### src/rtl/dbg_mem_loader.sv
// rtl/dbg_mem_loader.sv - byte-command debug memory loader driving the SoC debug port and CPU reset
// Optional feature macro: DBG_LOADER_ACK_EN (0x06/0x15 response byte after non-read commands).
module dbg_mem_loader #(
    parameter int              ADR_W        = 32,
    parameter int              DATA_W       = 32,
    parameter logic [ADR_W-1:0] BASE_ADR    = 'h20000,
    parameter int              TIMEOUT_CYC  = 100000,
    parameter int              RUN_ON_RESET = 0
) (
    input  logic                 clk,
    input  logic                 n_reset,
    input  logic                 rx_valid,
    input  logic [7:0]           rx_data,
    output logic                 rx_ready,
    output logic                 tx_valid,
    output logic [7:0]           tx_data,
    input  logic                 tx_ready,
    output logic                 cpu_n_reset,
    output logic                 dbg_mem_op,
    output logic [DATA_W/8-1:0]  dbg_wren,
    output logic [ADR_W-1:0]     dbg_adr,
    output logic [DATA_W-1:0]    dbg_do,
    input  logic [DATA_W-1:0]    dbg_di
);
    localparam int NB   = DATA_W / 8;
    localparam int AB   = ADR_W / 8;
    localparam int TO_W = (TIMEOUT_CYC > 1) ? $clog2(TIMEOUT_CYC) : 1;

    localparam logic [7:0] CMD_SETADR = 8'h01;
    localparam logic [7:0] CMD_WRITE  = 8'h02;
    localparam logic [7:0] CMD_READ   = 8'h03;
    localparam logic [7:0] CMD_RUN    = 8'h04;
    localparam logic [7:0] CMD_HALT   = 8'h05;

    typedef enum logic [3:0] {
        S_IDLE, S_ADR, S_MASK, S_DATA, S_WR, S_RD, S_RD_CAP, S_TX
`ifdef DBG_LOADER_ACK_EN
        , S_ACK
`endif
    } state_t;

`ifdef DBG_LOADER_ACK_EN
    localparam state_t S_DONE = S_ACK;
    localparam state_t S_BAD  = S_ACK;
    logic [7:0] ack_code;
`else
    localparam state_t S_DONE = S_IDLE;
    localparam state_t S_BAD  = S_IDLE;
`endif

    state_t            state, state_n;
    logic [ADR_W-1:0]  ptr;
    logic [ADR_W-1:0]  adr_sh;
    logic [NB-1:0]     mask;
    logic [DATA_W-1:0] txw;
    logic [7:0]        cnt;
    logic [TO_W-1:0]   to_cnt;
    logic              take;
    logic              collecting;
    logic              timeout_hit;

    assign collecting  = (state == S_ADR) || (state == S_MASK) || (state == S_DATA);
    assign rx_ready    = (state == S_IDLE) || collecting;
    assign take        = rx_valid && rx_ready;
    assign timeout_hit = (TIMEOUT_CYC != 0) && collecting && (to_cnt == TO_W'(TIMEOUT_CYC - 1));
    assign dbg_adr     = ptr;

    always_comb begin
        state_n    = state;
        tx_valid   = 1'b0;
        tx_data    = 8'h00;
        dbg_mem_op = 1'b0;
        dbg_wren   = '0;
        case (state)
            S_IDLE: begin
                if (take) begin
                    case (rx_data)
                        CMD_SETADR: state_n = S_ADR;
                        CMD_WRITE:  state_n = S_MASK;
                        CMD_READ:   state_n = cpu_n_reset ? S_TX : S_RD;
                        CMD_RUN,
                        CMD_HALT:   state_n = S_DONE;
                        default:    state_n = S_BAD;
                    endcase
                end
            end
            S_ADR: begin
                if (take && cnt == 8'(AB - 1))
                    state_n = S_DONE;
                else if (!take && timeout_hit)
                    state_n = S_IDLE;
            end
            S_MASK: begin
                if (take)
                    state_n = S_DATA;
                else if (timeout_hit)
                    state_n = S_IDLE;
            end
            S_DATA: begin
                // A running CPU owns the bus: payload is swallowed without a cycle.
                if (take && cnt == 8'(NB - 1))
                    state_n = cpu_n_reset ? S_DONE : S_WR;
                else if (!take && timeout_hit)
                    state_n = S_IDLE;
            end
            S_WR: begin
                dbg_mem_op = 1'b1;
                dbg_wren   = mask;
                state_n    = S_DONE;
            end
            S_RD: begin
                dbg_mem_op = 1'b1;
                state_n    = S_RD_CAP;
            end
            S_RD_CAP: state_n = S_TX;
            S_TX: begin
                tx_valid = 1'b1;
                tx_data  = txw[7:0];
                if (tx_ready && cnt == 8'(NB - 1))
                    state_n = S_IDLE;
            end
`ifdef DBG_LOADER_ACK_EN
            S_ACK: begin
                tx_valid = 1'b1;
                tx_data  = ack_code;
                if (tx_ready)
                    state_n = S_IDLE;
            end
`endif
            default: state_n = S_IDLE;
        endcase
    end

    always_ff @(posedge clk or negedge n_reset) begin
        if (!n_reset) begin
            state       <= S_IDLE;
            ptr         <= BASE_ADR;
            adr_sh      <= '0;
            mask        <= '0;
            dbg_do      <= '0;
            txw         <= '0;
            cnt         <= '0;
            to_cnt      <= '0;
            cpu_n_reset <= (RUN_ON_RESET != 0);
`ifdef DBG_LOADER_ACK_EN
            ack_code    <= 8'h06;
`endif
        end else begin
            state <= state_n;
            if (take || !collecting || timeout_hit)
                to_cnt <= '0;
            else
                to_cnt <= to_cnt + 1'b1;
            case (state)
                S_IDLE: begin
                    cnt <= '0;
                    if (take) begin
                        if (rx_data == CMD_READ && cpu_n_reset)
                            txw <= '1;
                        if (rx_data == CMD_RUN)
                            cpu_n_reset <= 1'b1;
                        if (rx_data == CMD_HALT)
                            cpu_n_reset <= 1'b0;
`ifdef DBG_LOADER_ACK_EN
                        ack_code <= (rx_data >= CMD_SETADR && rx_data <= CMD_HALT) ? 8'h06 : 8'h15;
`endif
                    end
                end
                S_ADR: begin
                    if (take) begin
                        adr_sh <= {rx_data, adr_sh[ADR_W-1:8]};
                        cnt    <= cnt + 8'd1;
                        if (cnt == 8'(AB - 1))
                            ptr <= {rx_data, adr_sh[ADR_W-1:8]};
                    end
                end
                S_MASK: begin
                    if (take)
                        mask <= rx_data[NB-1:0];
                end
                S_DATA: begin
                    if (take) begin
                        dbg_do <= {rx_data, dbg_do[DATA_W-1:8]};
                        cnt    <= cnt + 8'd1;
                    end
                end
                S_WR:     ptr <= ptr + ADR_W'(NB);
                S_RD:     ptr <= ptr + ADR_W'(NB);
                S_RD_CAP: txw <= dbg_di;
                S_TX: begin
                    if (tx_ready) begin
                        txw <= txw >> 8;
                        cnt <= cnt + 8'd1;
                    end
                end
                default: ;
            endcase
        end
    end
endmodule

### config.mk
export PLATFORM = sky130hd
export DESIGN_NAME = dbg_mem_loader
export DESIGN_NICKNAME = d
export VERILOG_FILES = /design/src/rtl/dbg_mem_loader.sv
export SDC_FILE = /design/constraint.sdc
export NUM_CORES = 1
export LEC_CHECK = 0
export BUFFER_PORTS_ARGS = -buffer_cell sky130_fd_sc_hd__buf_2
export CAP_MARGIN = 20
export CORE_ASPECT_RATIO = 1.4
export CORE_MARGIN = 5
export CORE_UTILIZATION = 58
export CTS_BUF_LIST = sky130_fd_sc_hd__clkbuf_8
export DETAILED_ROUTE_END_ITERATION = 8
export GPL_ROUTABILITY_DRIVEN = 0
export PLACE_DENSITY = 0.88
export SLEW_MARGIN = 20
export SYNTH_ARGS = -nofsm -noshare
export SYNTH_HDL_FRONTEND = slang
export SYNTH_SLANG_ARGS = --single-unit
export TNS_END_PERCENT = 10
### constraint.sdc
create_clock -name clk -period 2.9 [get_ports clk]
set_input_delay 0.145 -clock clk [delete_from_list [all_inputs] [get_ports clk]]
set_output_delay 0.145 -clock clk [all_outputs]
set_load 0.02 [all_outputs]
; ---- Word level (Yosys, flattened, before mapping)
; Cells that the tools add are included.
[totals]
input_bits = 44
regBits = 162
out_inout_bits = 80
[op_classes]
eq_ne = 22
muxes = 28
add_sub_neg = 3
n_reduce_logical = 28
[ops]
columns = cell, n
row1 = $mux 32, 5
row2 = $pmux 32 s3, 1
row3 = $pmux 32 s2, 1
row4 = $add 32x3->32 const B, 1
row5 = $mux 4, 8
row6 = $pmux 4 s7, 1
row7 = $eq 8x2->1 const B, 3
row8 = $mux 8, 3
row9 = $pmux 8 s3, 1
row10 = $add 17x1->17 const B, 1
row11 = $eq 17x17->1 const B, 1
row12 = $mux 17, 1
row13 = $eq 4x3->1 const B, 4
row14 = $eq 8x3->1 const B, 2
row15 = $reduce_and 3->1, 4
row16 = $pmux 3 s3, 1
row17 = $add 8x1->8 const B, 1
row18 = $eq 4x2->1 const B, 2
row19 = $eq 8x1->1 const B, 1
row20 = $ne 2x2->1 const B, 4
row21 = $logic_and 1x1->1, 6
row22 = $ne 2x1->1 const B, 3
row23 = $reduce_and 2->1, 3
row24 = $reduce_bool 3->1, 2
row25 = 11 further kinds, 21

; ---- Longest topological paths before layout
; Gate-level depths: netlist (run 1).
[depth]
word_depth = 10
mapped_depth = 10

; ---- Worst setup path before layout (run 1)
; No wires, ideal clock.
[synth_path]
path_type = register to register
startpoint = register state[1]
endpoint = register txw[14]
required_ps = 2821
setup_slack_ps = 765
setup_ps = 79
arrival_ps = 2056
stages_incl_launch_ff = 9
path_cell_list = dfrtp_1 buf_6 or4_4 buf_6 nor4_4 nand4_2 a21oi_4 buf_6 mux2i_1
[synth_via]
elab_chain_len = 7
[synth_rtl]
columns = item, line
row1 = "start, declared", 51  ; state_t state, state_n;
row2 = "start signal, assigned", 149  ; state <= state_n;
row3 = $eq 4x1->1 or $eq 4x2->1 (tied branches), 62  ; assign collecting = (state == S_ADR) || (state == S_MASK) || (state == S_DATA);
row4 = $logic_or 1x1->1 (2 in a row), 62
row5 = $logic_or 1x1->1, 63  ; assign rx_ready = (state == S_IDLE) || collecting;
row6 = $logic_and 1x1->1, 64  ; assign take = rx_valid && rx_ready;
row7 = $ne 2x2->1 (no source line), n/a
row8 = $reduce_and 4->1 (no source line), n/a
row9 = "end signal, assigned", 189  ; S_RD_CAP: txw <= dbg_di;
row10 = "end signal, assigned", 192  ; txw <= txw >> 8;
row11 = "end, declared", 55  ; logic [DATA_W-1:0] txw;
; Several ways; a longest one is shown, not always the timed one.
; A chain may end at the register's enable or synchronous reset.

; ---- Worst setup path in the final report (run 1)
[layout_path]
startpoint = register state[2]
endpoint = output port tx_data[3]
[layout_via]
elab_chain_len = 2
[layout_rtl]
columns = item, line
row1 = $eq 4x3->1, 74  ; case (state)
row2 = $mux 8, 74
row3 = "end, declared", 16  ; output logic [7:0] tx_data,
; No other way between the ends.

==> results of run 1 <==
==> metal layers <==
| layer | track usage | up-vias |
|---|---|---|
| met3 | 0.05978 | 58 |
| met2 | 0.4603 | 337 |
| met1 | 0.3149 | 3036 |
| li1 | - | 2772 |
| met5 | 0 | - |
| met4 | 0.1105 | 0 |
==> timing repair <==
item                      CTS  global route
gates resized for setup     0             0
hold endpoints to repair  107             0
hold buffers               24             0
==> state kept, by name (all words and copies together) (netlist names) <==
name and flops:
adr_sh 24, cnt 8, cpu_n_reset 1, dbg_adr 32
dbg_do 32, mask 4, state 4, to_cnt 17
txw 32
==> cell usage after synthesis, types with 10 or more instances <==
cell type	n	area [um2]
mux2_2	48	540.5
mux2i_1	25	250.2
o22ai_1	22	137.6
a2bb2oi_2	10	150.1
a21oi_1	18	90.09
inv_1	23	86.33
dfrtp_1	153	3829
nor4_1	10	62.56
nand2_1	55	206.5
nor2_1	60	225.2
clkbuf_1	26	97.59
o21ai_0	14	70.07
nand3_1	29	145.1
and3_1	15	93.84
nor3_1	10	50.05
mux2_1	11	123.9
nand4_1	10	62.56
==> placed cells by master, fill, tap and decap left out, types with 4 or more instances in the layout <==
cell / count
a211oi_1: 6
a21oi_1: 18
a2bb2oi_1: 4
a2bb2oi_2: 10
a311oi_1: 7
and2_1: 8
and3_1: 15
and4_1: 8
buf_2: 122
buf_4: 13
clkbuf_8: 21
clkinv_4: 4
dfrtp_1: 153
dlygate4sd3_1: 24
inv_1: 23
mux2_1: 11
mux2_2: 48
mux2i_1: 25
nand2_1: 55
nand2b_1: 9
nand3_1: 29
nand4_1: 10
nor2_1: 60
nor2b_1: 5
nor3_1: 10
nor4_1: 10
o211ai_1: 5
o21a_1: 4
o21ai_0: 14
o21ai_1: 4
o22ai_1: 22
o31ai_1: 4
or3_1: 4
xnor2_1: 7
xor2_1: 9
==> area by class of cell <==
class | count | area, um2
Timing Repair Buffer | 161 | 979.7
Fill cell | 852 | 3602
Inverter | 25 | 93.84
Multi-Input combinational cell | 467 | 3268
Clock buffer | 21 | 289.0
Clock inverter | 11 | 156.4
Tap cell | 150 | 187.7
Sequential cell | 154 | 3855
==> worst reg2reg max path: stages, from the launching register on <==
cell	delay (ps)
dfrtp_1	670
inv_2	80
or3_1	410
inv_2	250
and3_1	430
nand3_1	200
o211ai_1	210
o311ai_1	140
==> metrics by stage <==
stage	util	total power, mW	cells	instance area [um2]	setup slack, ps
3_3_place_gp	0.6551	2.426	933	8144	614.7
4_1_cts	0.7102	4.227	989	8830	321.7
5_1_grt	0.7102	4.366	989	8830	33.16
6_report	0.7102	4.206	989	8830	277.1
2_1_floorplan	-	2.317	684	7405	765.0
3_5_place_dp	0.6551	2.436	933	8144	455.7
==> power breakdown <==
part	switching [mW]	internal, mW	total [mW]
Sequential	0.0331	2.18	2.21
Combinational	0.122	0.0901	0.213
Clock	0.827	0.957	1.78
==> kinds of logic (layout without fill, tap and decap cells) <==
logic type,Yosys count,after routing
muxes,84,84
AOI/OAI and AO/OA,123,123
DFF,154,154
other,1,1
and+or+nand+nor,240,240
adders and majority gates,3,3
xor gates and xnor gates,16,16
buffers and inverters,63,218
==> how the worst max path moves through the flow <==
| stage | startpoint | to | slack, ps | depth (start not counted) |
|---|---|---|---|---|
| global placement | state[2] | dbg_adr[29] | 610 | 7 |
| floorplan | state[1] | txw[14] | 760 | 8 |
| detailed placement | state[2] | dbg_adr[29] | 460 | 7 |
| CTS | state[2] | tx_data[3] | 320 | 5 |
| finish | state[2] | tx_data[3] | 280 | 5 |
| global route | state[2] | tx_data[3] | 30 | 5 |
==> impl_metrics.env, run 1 <==
export IMPL_antenna_cells=0
export IMPL_worst_slew_pin_slew_ps=828.0
export IMPL_drtIter0Drc=506
export IMPL_grt_pass1_vias=6279
export IMPL_holdWs_ps=34.21
export IMPL_io_buffers=123
export IMPL_cts_tree="done"
export IMPL_initial_utilization=0.5956
export IMPL_cp_top_family="simple AND/OR/NAND/NOR gates"
export IMPL_syn_nets=731
export IMPL_synth_xor_area_frac=0.01893
export IMPL_synth_top_family_by_area="simple AND/OR/NAND/NOR gates"
export IMPL_ff2ff_setup_slack_ps=390
export IMPL_routed_wl_um=19420
export IMPL_min_period_ps=2623
export IMPL_design_core_area_um2=12430
export IMPL_r2r_start="state[2]"
export IMPL_synth_compound_area_share=0.1261
export IMPL_highest_layer="met4"
export IMPL_cpPeakStageDelay_ps=670
export IMPL_crit_arrival_ps=2480
export IMPL_syn_inst=684
export IMPL_dieArea_um2=15160
export IMPL_grt_overflow=0
export IMPL_post_route_period_util=0.9044
export IMPL_min_from="dbg_di[22]"
export IMPL_crit_type="reg2out"
export IMPL_post_cts_buffers=0
export IMPL_hold_depth=3
export IMPL_crit_required_ps=2760
export IMPL_critPathBufInv=2
export IMPL_nets=873
export IMPL_yosys_area_share_simple=0.1673
export IMPL_syn_area_per_cell_um2=10.83
export IMPL_setup_viol_count_final=0
export IMPL_num_rows=48
export IMPL_io_pins=124
export IMPL_ys_ff_latch=154
export IMPL_cts_num_sinks=154
export IMPL_path_clk_slew_ps=80
export IMPL_wl_per_cell_um=19.63
export IMPL_p_leak_nw=4.264
export IMPL_synthMuxAreaShare=0.1235
export IMPL_dr_wl_met2_um=10170
export IMPL_hold_end="txw[22]"
export IMPL_hold_path_class="in2reg"
export IMPL_cts_buffer_depth=2
export IMPL_drc_errors=0
export IMPL_max_vdd_ir_drop_v=0.0003348
export IMPL_synth_main_ff_cell="dfrtp_1"
export IMPL_cp_slowest_cell="dfrtp_1"
export IMPL_worstPathCellList="nor2b_1 -> nand3_1 -> inv_1 -> and2_1 -> buf_2"
export IMPL_grt_usage=0.2634
export IMPL_ys_async_sr_fraction=1.000
export IMPL_reg2reg_depth=7
export IMPL_clock_skew_ps=19.15
export IMPL_max_cap_violations=0
export IMPL_cts_max_level=4
export IMPL_cts_buffers=17
export IMPL_via_count=6203
export IMPL_area_growth_pct=19.25
export IMPL_grt_max_degree=88
export IMPL_hold_violations=0
export IMPL_antenna_found_initial=0
export IMPL_insertion_delay_ps=450
export IMPL_synth_fa_ha_area_frac=0.005069
export IMPL_firstDrtPassIters=5
export IMPL_reg2reg_to="dbg_adr[29]"
export IMPL_fp_dieW_um=105.5
export IMPL_wirelength_met1_um=7046
export IMPL_fin_tns_setup_ps=0
export IMPL_avgViaCountPerCell=6.272
export IMPL_max_slew_margin_rel=0.4464
export IMPL_antenna_left=0
export IMPL_cp_end_kind="output port"
export IMPL_dieHeight_um=143.7
export IMPL_synth_area_um2=7405
export IMPL_synth_edf_count=0
export IMPL_pwr_density_cell_nw_per_um2=476.4
export IMPL_clockRootBuffer="clkbuf_8"
export IMPL_rsz0062_at_grt="no"
export IMPL_grt_pass1_wl_um=31970
export IMPL_final_layout_size_suffix_gt1_frac=0.2849
export IMPL_start_kind="flip-flop"
export IMPL_yosysWarnings=0
export IMPL_slew_viol_final=0
export IMPL_dp_hpwl_um=13250
export IMPL_yosysSeqAreaShare=0.5206
export IMPL_synthDistinctLibCells=65
export IMPL_fmax_mhz=381.3
export IMPL_cp_max_fo=18
export IMPL_outcome="complete, no violations"
export IMPL_routed_wl_met3_um=1522
Note: power is estimated with default switching activity, not from simulation.
==> run 2, diff against run 1 <==
BUFFER_PORTS_ARGS = unset   (was -buffer_cell sky130_fd_sc_hd__buf_2)
CORE_UTILIZATION = 65   (was 58)
DONT_BUFFER_PORTS = 1   (was unset)
PLACE_DENSITY = 0.89   (was 0.88)
RECOVER_POWER = 50   (was unset)
==> impl_metrics.env, run 2 (synthesis results as in run 1) <==
export IMPL_slew_viol_final=0
export IMPL_routed_wl_um=19580
export IMPL_cts_num_sinks=154
export IMPL_rsz0062_at_grt="no"
export IMPL_drtIter0Drc=453
export IMPL_final_common_cell="dfrtp_1"
export IMPL_crit_arrival_ps=2450
export IMPL_pwr_density_cell_nw_per_um2=481.8
export IMPL_setup_viol_count_final=0
export IMPL_min_period_ps=2599
export IMPL_fin_area_um2=8361
export IMPL_cts_max_level=4
export IMPL_avgViaCountPerCell=6.531
export IMPL_antenna_cells=0
export IMPL_grt_pass1_vias=5912
export IMPL_fin_tns_setup_ps=0
export IMPL_fill_cells=734
export IMPL_antenna_found_initial=0
export IMPL_ff2ff_setup_slack_ps=580
export IMPL_drc_errors=0
export IMPL_initial_utilization=0.6598
export IMPL_holdWs_ps=-636.0
export IMPL_hold_path_class="in2async"
export IMPL_worst_slew_pin_slew_ps=636.4
export IMPL_cp_end_kind="output port"
export IMPL_most_common_layout_cells="dfrtp_1 (152), nor2_1 (60), nand2_1 (55), mux2_2 (48), dlygate4sd3_1 (41)"
export IMPL_cp_slowest_cell="dfrtp_2"
export IMPL_firstDrtPassIters=5
export IMPL_setup_slack_ps=301.4
export IMPL_dieHeight_um=136.3
export IMPL_cts_tree="done"
export IMPL_violations="hold timing"
export IMPL_clock_skew_ps=16.97
export IMPL_cts_hold_buffers_added=41
export IMPL_grt_max_degree=155
export IMPL_start_kind="flip-flop"
export IMPL_cpPeakStageDelay_ps=550
export IMPL_nets=770
export IMPL_insertion_delay_ps=460
export IMPL_design_core_area_um2=11220
export IMPL_crit_required_ps=2760
export IMPL_worstPathCellList="nor2b_1 -> nand3_1 -> inv_1 -> and2_1"
export IMPL_path_clk_slew_ps=100
export IMPL_via_count=5747
export IMPL_max_cap_violations=0
export IMPL_wl_per_cell_um=22.25
export IMPL_cp_max_fo=18
export IMPL_p_leak_nw=3.734
export IMPL_outcome="finished, violations left"
export IMPL_clockRootBuffer="clkbuf_8"
export IMPL_fp_dieW_um=100.2
export IMPL_pre_cts_slack_ps=568.0
export IMPL_area_growth_pct=12.91
export IMPL_cts_buffers=17
export IMPL_max_vdd_ir_drop_v=0.0003590
export IMPL_io_pins=124
export IMPL_grt_overflow=0
export IMPL_fmax_mhz=384.8
export IMPL_num_rows=46
export IMPL_dpl_cell_area_um2=7537
export IMPL_dp_hpwl_um=12160
export IMPL_io_buffers=0
export IMPL_post_route_period_util=0.8961
export IMPL_max_slew_margin_rel=0.5757
export IMPL_critPathBufInv=1
export IMPL_cts_buffer_depth=2
export IMPL_cp_top_family="simple AND/OR/NAND/NOR gates"
export IMPL_antenna_left=0
export IMPL_dieArea_um2=13660
export IMPL_final_layout_size_suffix_gt1_frac=0.1630
export IMPL_crit_type="reg2out"
export IMPL_hold_violations=154
export IMPL_grt_pass1_wl_um=30840
export IMPL_grt_usage=0.2950
==> run 2: changes by cell type in the layout (fill, tap and decap cells not counted) <==
cell	change
buf_2	-122
dlygate4sd3_1	+17
inv_8	+4
buf_4	+3
bufinv_16	-2
clkbuf_8	-2
clkinv_4	-2
clkinvlp_4	+2
buf_6	-1
clkinv_2	-1
clkinv_8	+1
dfrtp_1	-1
dfrtp_2	+1
==> run 2: repair_timing <==
item                                    in CTS  in global routing
gates resized for setup                      0                  1
buffers inserted                             0                  0
endpoints found under the setup margin       0                  6
endpoints found under the hold margin      214                154
==> run 2: path summary, 6_finish.rpt <==
check | from | cells after the start | endpoint
max in group asynchronous | n_reset | 0 | dbg_adr[17]
hold / removal | n_reset | 0 | adr_sh[10]
setup reg to reg | state[0] | 6 | txw[20]
setup / recovery | state[2] | 4 | tx_data[5]
min in group clk | rx_valid | 3 | state[0]
hold reg to reg | adr_sh[8] | 2 | dbg_adr[0]
==> run 2: power by group <==
group          switching [mW]  internal [mW]  total, mW
registers              0.0491           2.18       2.23
logic                  0.0567         0.0757      0.132
clock network           0.906          0.764       1.67
total                    1.01           3.02       4.03
==> run 2: cell type report <==
type,instances,area [um2],area share
timing repair buffer,58,550.5,0.06585
tap,144,180.2,0.02155
clock inverter,13,150.1,0.01796
inverter,25,93.84,0.01122
sequential,154,3856,0.4612
multi-input combinational,467,3268,0.3909
clock buffer,19,261.5,0.03128
==> run 2: stage by stage <==
stage / util / std cells / power [mW]
CTS: 0.7448 / 880 / 4.021
finish: 0.7449 / 880 / 4.028
detailed placement: 0.6716 / 807 / 2.336
global route: 0.7449 / 880 / 4.158
floorplan: - / 684 / 2.317
global placement: 0.6716 / 807 / 2.330
==> run 2: routing by layer <==
| layer | track usage | vias to the layer above | share of wire |
|---|---|---|---|
| li1 | - | 2557 | - |
| met1 | 0.3251 | 2765 | 0.33 |
| met2 | 0.5118 | 337 | 0.53 |
| met3 | 0.08111 | 88 | 0.084 |
| met4 | 0.1588 | 0 | 0.053 |
| met5 | 0 | - | 0 |
